**config.mk**
```make
export PLATFORM = sky130hd
export DESIGN_NAME = sum_acum_pipe
export DESIGN_NICKNAME = d
export VERILOG_FILES = /design/src/rtl/sum_pipe_pkg.sv /design/src/rtl/sum_fifo2.sv /design/src/rtl/sum_acum_pipe.sv
export SDC_FILE = /design/constraint.sdc
export NUM_CORES = 1
export LEC_CHECK = 0
export ABC_AREA = 1
export BUFFER_PORTS_ARGS = -buffer_cell sky130_fd_sc_hd__buf_2
export CAP_MARGIN = 25
export CORE_UTILIZATION = 25
export DETAILED_ROUTE_END_ITERATION = 8
export MAX_ROUTING_LAYER = met4
export SLEW_MARGIN = 20
export SYNTH_ARGS = -nofsm -noshare
export SYNTH_HDL_FRONTEND = slang
export SYNTH_SLANG_ARGS = --single-unit
```
**constraint.sdc**
```tcl
create_clock -name clk -period 4.5 [get_ports clk]
set_input_delay 0.675 -clock clk [delete_from_list [all_inputs] [get_ports clk]]
set_output_delay 0.675 -clock clk [all_outputs]
set_load 0.005 [all_outputs]
```
**src/rtl/sum_pipe_pkg.sv**
```systemverilog
// Shared constants and types for the pipelined-adder frame accumulator.
// The frame record itself is declared in the top, where ACC_W/LEN_W are known.
package sum_pipe_pkg;

  localparam int SUM_W    = 4;
  localparam int PIPE_LAT = 2;

  typedef enum logic {
    ST_IDLE = 1'b0,
    ST_ACUM = 1'b1
  } state_e;

endpackage

```
**src/rtl/sum_fifo2.sv**
```systemverilog
// Two-entry registered FIFO. Entry 0 is the head and drives the output directly.
// Unused entries are kept at zero, so the head reads 0 when the FIFO is empty.
module sum_fifo2 #(
  parameter int W = 10
) (
  input  logic         clk,
  input  logic         reset_L,
  input  logic         clear,
  input  logic         push,
  input  logic [W-1:0] push_data,
  output logic         full,
  input  logic         pop,
  output logic [W-1:0] head,
  output logic         empty
);

  logic [W-1:0] ent0_q, ent0_d;
  logic [W-1:0] ent1_q, ent1_d;
  logic [1:0]   cnt_q, cnt_d;
  logic [1:0]   slot;
  logic         pop_ok, push_ok;

  // A push into a full FIFO is accepted only when a pop frees the head in the same cycle.
  always_comb begin
    ent0_d  = ent0_q;
    ent1_d  = ent1_q;
    cnt_d   = cnt_q;
    pop_ok  = pop && (cnt_q != 2'd0);
    push_ok = push && ((cnt_q != 2'd2) || pop_ok);
    slot    = cnt_q - {1'b0, pop_ok};
    if (clear) begin
      ent0_d = '0;
      ent1_d = '0;
      cnt_d  = 2'd0;
    end else begin
      if (pop_ok) begin
        ent0_d = ent1_q;
        ent1_d = '0;
      end
      if (push_ok) begin
        if (slot == 2'd0) ent0_d = push_data;
        else              ent1_d = push_data;
      end
      cnt_d = cnt_q + {1'b0, push_ok} - {1'b0, pop_ok};
    end
  end

  always_ff @(posedge clk or negedge reset_L) begin
    if (!reset_L) begin
      ent0_q <= '0;
      ent1_q <= '0;
      cnt_q  <= 2'd0;
    end else begin
      ent0_q <= ent0_d;
      ent1_q <= ent1_d;
      cnt_q  <= cnt_d;
    end
  end

  assign full  = (cnt_q == 2'd2);
  assign empty = (cnt_q == 2'd0);
  assign head  = ent0_q;

endmodule

```
**src/rtl/sum_acum_pipe.sv**
```systemverilog
// Accumulates aligned adder results into frames of FRAME_LEN samples and queues
// finished frames for a valid/ready sink; frames that find the queue full are dropped.
module sum_acum_pipe
  import sum_pipe_pkg::*;
#(
  parameter int FRAME_LEN = 4,
  parameter int ACC_W     = 6,
  parameter int LEN_W     = 3
) (
  input  logic             clk,
  input  logic             reset_L,
  input  logic [SUM_W-1:0] sum_in,
  input  logic             valid_in,
  input  logic             flush,
  input  logic             clear,
  input  logic             out_ready,
  output logic             out_valid,
  output logic [ACC_W-1:0] acc_out,
  output logic [LEN_W-1:0] len_out,
  output logic             ovf_out,
  output logic             lost,
  output logic             busy,
  output state_e           state_dbg
);

  // Handshake: a frame transfers on every rising edge where out_valid && out_ready;
  // while out_valid is high and out_ready low the head fields do not change.

  typedef struct packed {
    logic [ACC_W-1:0] acc;
    logic [LEN_W-1:0] len;
    logic             ovf;
  } frame_t;

  localparam int               FW       = $bits(frame_t);
  localparam logic [ACC_W-1:0] ACC_MAX  = '1;
  localparam logic [LEN_W-1:0] LEN_ONE  = LEN_W'(1);
  localparam logic [LEN_W-1:0] LEN_FULL = LEN_W'(FRAME_LEN);

  state_e                state_q, state_d;
  logic [ACC_W-1:0]      acc_q, acc_d;
  logic [LEN_W-1:0]      cnt_q, cnt_d;
  logic                  ovf_q, ovf_d;
  logic                  lost_q, lost_d;
  logic [PIPE_LAT-1:0]   vdly_q, vdly_d;

  logic                  valid_al;
  logic [ACC_W:0]        sum_wide;
  logic [ACC_W-1:0]      acc_nx;
  logic [LEN_W-1:0]      cnt_nx;
  logic                  ovf_nx;
  logic                  done;
  logic                  push, pop;
  frame_t                push_f, head_f;
  logic                  fifo_full, fifo_empty;

  // valid_in tracks operands entering the adder; the result shows up PIPE_LAT cycles later.
  assign valid_al = vdly_q[PIPE_LAT-1];
  assign vdly_d   = clear ? '0 : {vdly_q[PIPE_LAT-2:0], valid_in};

  always_comb begin
    sum_wide = {1'b0, acc_q} + {{(ACC_W+1-SUM_W){1'b0}}, sum_in};
    acc_nx   = acc_q;
    cnt_nx   = cnt_q;
    ovf_nx   = ovf_q;
    if (valid_al) begin
      acc_nx = sum_wide[ACC_W] ? ACC_MAX : sum_wide[ACC_W-1:0];
      ovf_nx = ovf_q | sum_wide[ACC_W];
      cnt_nx = cnt_q + LEN_ONE;
    end
    // A frame with at least one sample closes on the last sample or on flush.
    done = (cnt_nx != '0) && (flush || (cnt_nx == LEN_FULL));
  end

  always_comb begin
    state_d    = state_q;
    acc_d      = acc_q;
    cnt_d      = cnt_q;
    ovf_d      = ovf_q;
    push       = 1'b0;
    push_f.acc = acc_nx;
    push_f.len = cnt_nx;
    push_f.ovf = ovf_nx;
    if (clear) begin
      state_d = ST_IDLE;
      acc_d   = '0;
      cnt_d   = '0;
      ovf_d   = 1'b0;
    end else begin
      case (state_q)
        ST_IDLE: begin
          if (valid_al && !done) begin
            state_d = ST_ACUM;
            acc_d   = acc_nx;
            cnt_d   = cnt_nx;
            ovf_d   = ovf_nx;
          end
        end
        ST_ACUM: begin
          if (!done) begin
            acc_d = acc_nx;
            cnt_d = cnt_nx;
            ovf_d = ovf_nx;
          end
        end
        default: state_d = ST_IDLE;
      endcase
      if (done) begin
        push    = 1'b1;
        state_d = ST_IDLE;
        acc_d   = '0;
        cnt_d   = '0;
        ovf_d   = 1'b0;
      end
    end
  end

  assign pop    = out_valid && out_ready;
  assign lost_d = clear ? 1'b0 : (lost_q | (push && fifo_full && !pop));

  always_ff @(posedge clk or negedge reset_L) begin
    if (!reset_L) begin
      state_q <= ST_IDLE;
      acc_q   <= '0;
      cnt_q   <= '0;
      ovf_q   <= 1'b0;
      lost_q  <= 1'b0;
      vdly_q  <= '0;
    end else begin
      state_q <= state_d;
      acc_q   <= acc_d;
      cnt_q   <= cnt_d;
      ovf_q   <= ovf_d;
      lost_q  <= lost_d;
      vdly_q  <= vdly_d;
    end
  end

  sum_fifo2 #(
    .W(FW)
  ) u_fifo (
    .clk       (clk),
    .reset_L   (reset_L),
    .clear     (clear),
    .push      (push),
    .push_data (push_f),
    .full      (fifo_full),
    .pop       (pop),
    .head      (head_f),
    .empty     (fifo_empty)
  );

  assign out_valid = !fifo_empty;
  assign acc_out   = head_f.acc;
  assign len_out   = head_f.len;
  assign ovf_out   = head_f.ovf;
  assign lost      = lost_q;
  assign busy      = (state_q == ST_ACUM);
  assign state_dbg = state_q;

endmodule
```
### Word level (Yosys, flattened, before mapping)

Cells that the tools add are included.

| word-level totals | value |
|---|---|
| word-level logic and storage cells | 70 |
| input port bits | 10 |
| register bits after elaboration | 36 |
| output and inout port bits | 14 |

| cells by class | value |
|---|---|
| add/subtract/negate cells | 5 |
| bitwise gates (word level) | 3 |
| reductions and logical operators | 16 |
| equality and inequality tests | 4 |
| mux-type cells | 33 |

Operators with widths:

| kind | number |
|---|---|
| $mux 10 | 8 |
| $mux 6 | 5 |
| $mux 3 | 4 |
| $pmux 6 s2 | 1 |
| $mux 1 | 11 |
| $add 6x4->7 | 1 |
| $logic_and 1x1->1 | 7 |
| $pmux 3 s2 | 1 |
| $logic_not 2->1 | 2 |
| $mux 2 | 2 |
| $ne 4x4->1 const B | 1 |
| $sub 2x1->2 | 2 |
| $add 3x1->3 const B | 1 |
| $eq 3x3->1 const B | 1 |
| $logic_not 1->1 | 3 |
| $reduce_bool 3->1 | 1 |
| $add 2x1->2 | 1 |
| $eq 2x2->1 const B | 1 |
| $logic_or 1x1->1 | 2 |
| $ne 2x2->1 const B | 1 |
| $or 1x1->1 | 2 |
| $pmux 1 s2 | 1 |
| $reduce_bool 2->1 | 1 |
| $not 1->1 | 1 |

### Depth between registers and ports, before layout

| depth | value |
|---|---|
| word-level depth | 11 |
| gate-level depth with buffers | 13 |

### Hierarchy

Synthesis repeated with hierarchy kept, for this count alone.

| second synthesis, totals | value |
|---|---|
| cell total of the unflattened synthesis | 302 |
| area, all modules | 2250.9 µm² |

Modules (own cells, without submodules):

| module | area an instance (µm²) | cells an instance | times used |
|---|---|---|---|
| sum_fifo2 | 1360.1 | 187 | 1 |
| sum_acum_pipe | 890.9 | 115 | 1 |

### Worst setup path before layout

Ideal clock, no wire load.

| path | value |
|---|---|
| kind | input -> register |
| from | input port sum_in[0] |
| to | register u_fifo.ent1_q[7] |
| library setup time | 117 ps |
| path buffers | 0 |
| data arrival time | 1944 ps |
| stages | 10 |
| data required time | 4383 ps |
| path slack | 2439 ps |
| path through | ha_1 > fa_1 > nand3_1 > nand3_1 > nand2_1 > nand2_1 > nor2_1 > nor2_1 > nor2_1 > nor2_1 |

| on the way | value |
|---|---|
| word-level cells in the longest chain between the ends | 6 |

RTL lines:

| item | line | text |
|---|---|---|
| start, declared | sum_acum_pipe.sv:12 | `input logic [SUM_W-1:0] sum_in,` |
| $add 6x4->7 | sum_acum_pipe.sv:62 | `sum_wide = {1'b0, acc_q} + {{(ACC_W+1-SUM_W){1'b0}}, sum_in};` |
| $mux 6 | sum_acum_pipe.sv:67 | `acc_nx = sum_wide[ACC_W] ? ACC_MAX : sum_wide[ACC_W-1:0];` |
| $mux 6 | sum_acum_pipe.sv:66 | `if (valid_al) begin` |
| $mux 10 | sum_fifo2.sv:41 | `if (slot == 2'd0) ent0_d = push_data;` |
| $mux 10 | sum_fifo2.sv:40 | `if (push_ok) begin` |
| $mux 10 | sum_fifo2.sv:31 | `if (clear) begin` |
| via u_fifo.ent1_d[7] | sum_fifo2.sv:18 | `logic [W-1:0] ent1_q, ent1_d;` |
| end signal, assigned | sum_fifo2.sv:55 | `ent1_q <= ent1_d;` |
| end, declared | sum_fifo2.sv:18 |  |

The timed path passes the listed nets, and every way through them passes these cells.
A chain may end at the register's enable or synchronous reset.

### Worst setup path after layout

| path | value |
|---|---|
| from | register u_fifo.cnt_q[1] |
| to | register u_fifo.ent1_q[2] |

| on the way | value |
|---|---|
| word-level cells in the longest chain between the ends | 9 |
| elaborated cells on any way between the ends | 14 |
| classes of those cells | add/sub (1); eq/ne (1); mux (4); reduce/logical (8) |

RTL lines:

| item | line | text |
|---|---|---|
| start, declared | sum_fifo2.sv:19 | `logic [1:0] cnt_q, cnt_d;` |
| start signal, assigned | sum_fifo2.sv:56 | `cnt_q <= cnt_d;` |
| $logic_not 2->1 | sum_fifo2.sv:61 | `assign empty = (cnt_q == 2'd0);` |
| $logic_not 1->1 | sum_acum_pipe.sv:153 | `assign out_valid = !fifo_empty;` |
| $logic_and 1x1->1 | sum_acum_pipe.sv:118 | `assign pop = out_valid && out_ready;` |
| $logic_and 1x1->1 | sum_fifo2.sv:28 | `pop_ok = pop && (cnt_q != 2'd0);` |
| $sub 2x1->2 | sum_fifo2.sv:30 | `slot = cnt_q - {1'b0, pop_ok};` |
| $logic_not 2->1 | sum_fifo2.sv:41 |  |
| $mux 10 | sum_fifo2.sv:41 |  |
| $mux 10 (*) | sum_fifo2.sv:40 |  |
| $mux 10 (*) | sum_fifo2.sv:31 |  |
| via u_fifo.ent1_d[2] | sum_fifo2.sv:18 |  |

Mark *: on every way through the listed nets, which the timed path passes. The rest lies on a longest branch.

==> results list <==
- Entering global routing, the biggest net connects 37 pins.
* Skew-Pair Late Insertion Delay: approximately 280 ps
- Number of hold buffers added after cts: 0
- In this run the static leakage power is 1.32 nW.
- After routing the design area is roughly 2300 µm².
* Count of distinct cell types in the synthesized netlist: 29
- The number of global-route vias before repair is ~1600.
- The filler cells instantiated in the layout total 842.
- Via density per instance: about 4.3
* Maximum fanout encountered on the critical timing path: 21
* Crit path time final: roughly 2700 ps
- In this run the cell area measured after placement is 2260 µm².
- The first global-routing pass estimated between 7000 and 8000 µm of wire.
- Averaged over all synthesized cells, the footprint is a little under 8 µm².
- Initial antenna violation count: 0
- Area of the core: about 7900 µm²
* Core utilization of the finished layout: 0.297
* Post-synth top area share: 0.432
- Top cell type by total area after synthesis: sky130_fd_sc_hd__dfrtp_1
- Inserted Clock Buffers: 5
- Post-CTS clock slew at the launch and capture registers of the worst setup and hold paths: 70 ps
- After detailed routing, the number of remaining DRC violations is 0.
* Yosys warning count: 0
- RSZ-0062 raised after global routing: no
- The die is 93.4 µm tall.
* Actual transition at the worst max-transition pin: around 840 ps
- For the worst setup path, the data required time is between 4000 and 5000 ps.
- At the placement stage, the worst setup path has a slack of 1540 ps.
* Crit path arrival time: roughly 2900 ps
- The run finished with clean final reports.
- The worst-case IR drop observed on VDD is around 0.0001 V.
- Flops & latches, synth: 36
* Top cells by instance count after synthesis: sky130_fd_sc_hd__nand2_1, sky130_fd_sc_hd__nor2_1, sky130_fd_sc_hd__dfrtp_1, sky130_fd_sc_hd__inv_1, sky130_fd_sc_hd__o21ai_0
* Remaining antenna violation count after routing: 0
- Global routing finished with a remaining overflow of 0.
- Summing all multi-input logic gate instances after layout gives ~1000 µm².
* Number of buffers inserted to repair setup after CTS: 0
- Max Fclk: approximately 370 MHz
- Port Buffers: 23
* Headroom to the max-slew limit: 0.440
- The wire-length estimate of the detail-placed layout is 3130 µm.
- FFs w/ async S/R, synth: 1.00
- For this design, the sink count on the clock tree is 36.
- TritonCTS built the clock tree.
- Worst Setup End Kind: flop
- In the finished design, the share of the clock period the worst path needs comes to 0.598.
- The die covers roughly 8700 µm².
* Most area-consuming cells after synthesis: sky130_fd_sc_hd__dfrtp_1, sky130_fd_sc_hd__nand2_1, sky130_fd_sc_hd__nor2_1
* Final hold violation count: 0
- The final layout contains routed wiring with a total length of ~4400 µm.
- Worst hold slack across all endpoints: roughly 470 ps
- Hold Crit Class: flop to flop
- Most numerous cell in the Yosys netlist: sky130_fd_sc_hd__nand2_1
- Proportion of layout cells with a drive suffix above 1: 0.152
- Category of the most critical setup path: flop to flop
- In this run the core area contains 32 standard-cell rows.
* Initial core utilization: 0.265
- Dominant register cell in the synthesized netlist: sky130_fd_sc_hd__dfrtp_1
* Sum Neg Setup Slack: 0 ps
- Clock tree skew after final layout: about 4.6 ps
- From left edge to right edge, the die measures between 90 and 100 µm.
- Vias after detailed routing: between 1500 and 2000
- Setup violations remaining at the end of the flow were counted as 0.
* Starting DRC count in detailed routing: 61
- Power per standard cell area: between 300 and 400 nW/µm²
- Final weighted congestion in routability-driven placement: between 0.8 and 0.9
* Sequential fraction of the synthesis area: 0.432
* Detailed-router iteration count before antenna repair: 4
- Once the clock tree was built, the resizer swapped 0 gates to a different size.
* Area grow syn2layout: 12.4%
- Count of flip-flops with a built-in enable after synthesis: 0
- Post-synthesis cell count: around 270
- CTS Root Buffer Type: sky130_fd_sc_hd__clkbuf_8
* Final Max Tran Viols: 0
- CTS built an H-tree with a depth of 2.
- Across the whole layout, storage elements account for 901 µm².
* GRT Total Usage: 0.119
- Drt wl/cell: approximately 11 µm
- The worst setup path is launched from a flop.
- Combined area of all synthesized cells: approximately 2100 µm²
- Synthesized net count: between 200 and 300
- Once routing completed, OpenROAD measured the worst setup slack at between 1500 and 2000 ps.
* Number of violations of the max-capacitance limit: 0
- Pin placement for this block handled 24 I/O pins.
* Count of nets after finishing: between 300 and 400
* Max Buffers Root-to-Sink: 2
- Diodes inserted: 0
-- cells in the final DEF (no fill, tap or decap), types with 3 or more instances in the layout --
master | Yosys | final
sky130_fd_sc_hd__nand3_1 | 4 | 4
sky130_fd_sc_hd__nand2_2 | 3 | 3
sky130_fd_sc_hd__a21oi_1 | 7 | 7
sky130_fd_sc_hd__buf_2 | 2 | 23
sky130_fd_sc_hd__nor2_1 | 51 | 51
sky130_fd_sc_hd__nand2_1 | 79 | 79
sky130_fd_sc_hd__dfrtp_1 | 36 | 36
sky130_fd_sc_hd__inv_1 | 25 | 25
sky130_fd_sc_hd__nand3_4 | 4 | 4
sky130_fd_sc_hd__inv_2 | 5 | 5
sky130_fd_sc_hd__o21ai_1 | 5 | 5
sky130_fd_sc_hd__clkbuf_8 | 0 | 6
sky130_fd_sc_hd__ha_1 | 7 | 7
sky130_fd_sc_hd__o21ai_0 | 8 | 8
sky130_fd_sc_hd__nor3_1 | 5 | 5
sky130_fd_sc_hd__mux2i_1 | 7 | 7
-- where the power goes --
| part | switching (mW) | leakage (nW) | total [mW] | internal (mW) |
|---|---|---|---|---|
| clock network | 0.112 | 0.0455 | 0.237 | 0.125 |
| logic | 0.144 | 0.776 | 0.216 | 0.0724 |
| registers | 0.0141 | 0.497 | 0.361 | 0.347 |
| total | 0.270 | 1.32 | 0.814 | 0.545 |
-- cell families after synthesis --
kind of cell	share of synthesized area
buffers and inverters	0.0893
adder cells (fa/ha/maj)	0.0516
AO/OA/AOI/OAI	0.0594
AND/OR/NAND/NOR	0.322
flip-flops	0.432
XOR/XNOR	0.0126
multiplexers	0.0336
-- path summary, 6_finish.rpt --
| kind | cells after the start | slack [ps] | endpoint | from |
|---|---|---|---|---|
| worst max register to register | 12 | 1810 | u_fifo.ent1_q[2] | u_fifo.cnt_q[1] |
| worst min-delay path | 2 | 470 | vdly_q[1] | vdly_q[0] |
| max in group asynchronous | 1 | 3510 | u_fifo.head[2] | reset_L |
| min in group asynchronous | 1 | 480 | acc_q[2] | reset_L |
| worst max-delay path | 12 | 1810 | u_fifo.ent1_q[2] | u_fifo.cnt_q[1] |
| worst min register to register | 2 | 470 | vdly_q[1] | vdly_q[0] |
-- per-layer routing --
| metal | vias up | track usage | wire length, µm |
|---|---|---|---|
| met3 | 6 | 0.0325 | 210 |
| met2 | 31 | 0.188 | 2060 |
| met1 | 774 | 0.153 | 2070 |
| li1 | 872 | - | - |
| met5 | - | - | 0 |
| met4 | 0 | 0.0231 | 27 |
-- critical path: stages, from the launching register on --
cell,delay (ps)
sky130_fd_sc_hd__dfrtp_1,400
sky130_fd_sc_hd__inv_1,80
sky130_fd_sc_hd__nand2_1,60
sky130_fd_sc_hd__nand2_1,620
sky130_fd_sc_hd__inv_1,200
sky130_fd_sc_hd__ha_1,330
sky130_fd_sc_hd__inv_1,40
sky130_fd_sc_hd__nor2_1,200
sky130_fd_sc_hd__inv_1,180
sky130_fd_sc_hd__nand3_4,240
sky130_fd_sc_hd__o21ai_0,120
sky130_fd_sc_hd__inv_1,60
sky130_fd_sc_hd__nor2_1,40
-- sequential cells by signal, summed over array words and instances (netlist names) --
signal         count
busy               1
u_fifo.ent1_q     10
lost               1
u_fifo.head       10
vdly_q             2
u_fifo.cnt_q       2
ovf_q              1
cnt_q              3
acc_q              6
-- metrics by stage --
| step | power, mW | instances |
|---|---|---|
| global placement | 0.583 | 383 |
| global route | 0.885 | 391 |
| detailed placement | 0.587 | 383 |
| CTS | 0.828 | 391 |
| floorplan | 0.538 | 268 |
| finish | 0.814 | 391 |
-- area by class of cell --
class / count / area share
Multi-Input combinational cell: 192 / 0.426
Sequential cell: 36 / 0.384
Tap cell: 102 / 0.0544
Timing Repair Buffer: 23 / 0.0491
Inverter: 30 / 0.0480
Clock buffer: 8 / 0.0384
Power figures use the tool's default switching activity.
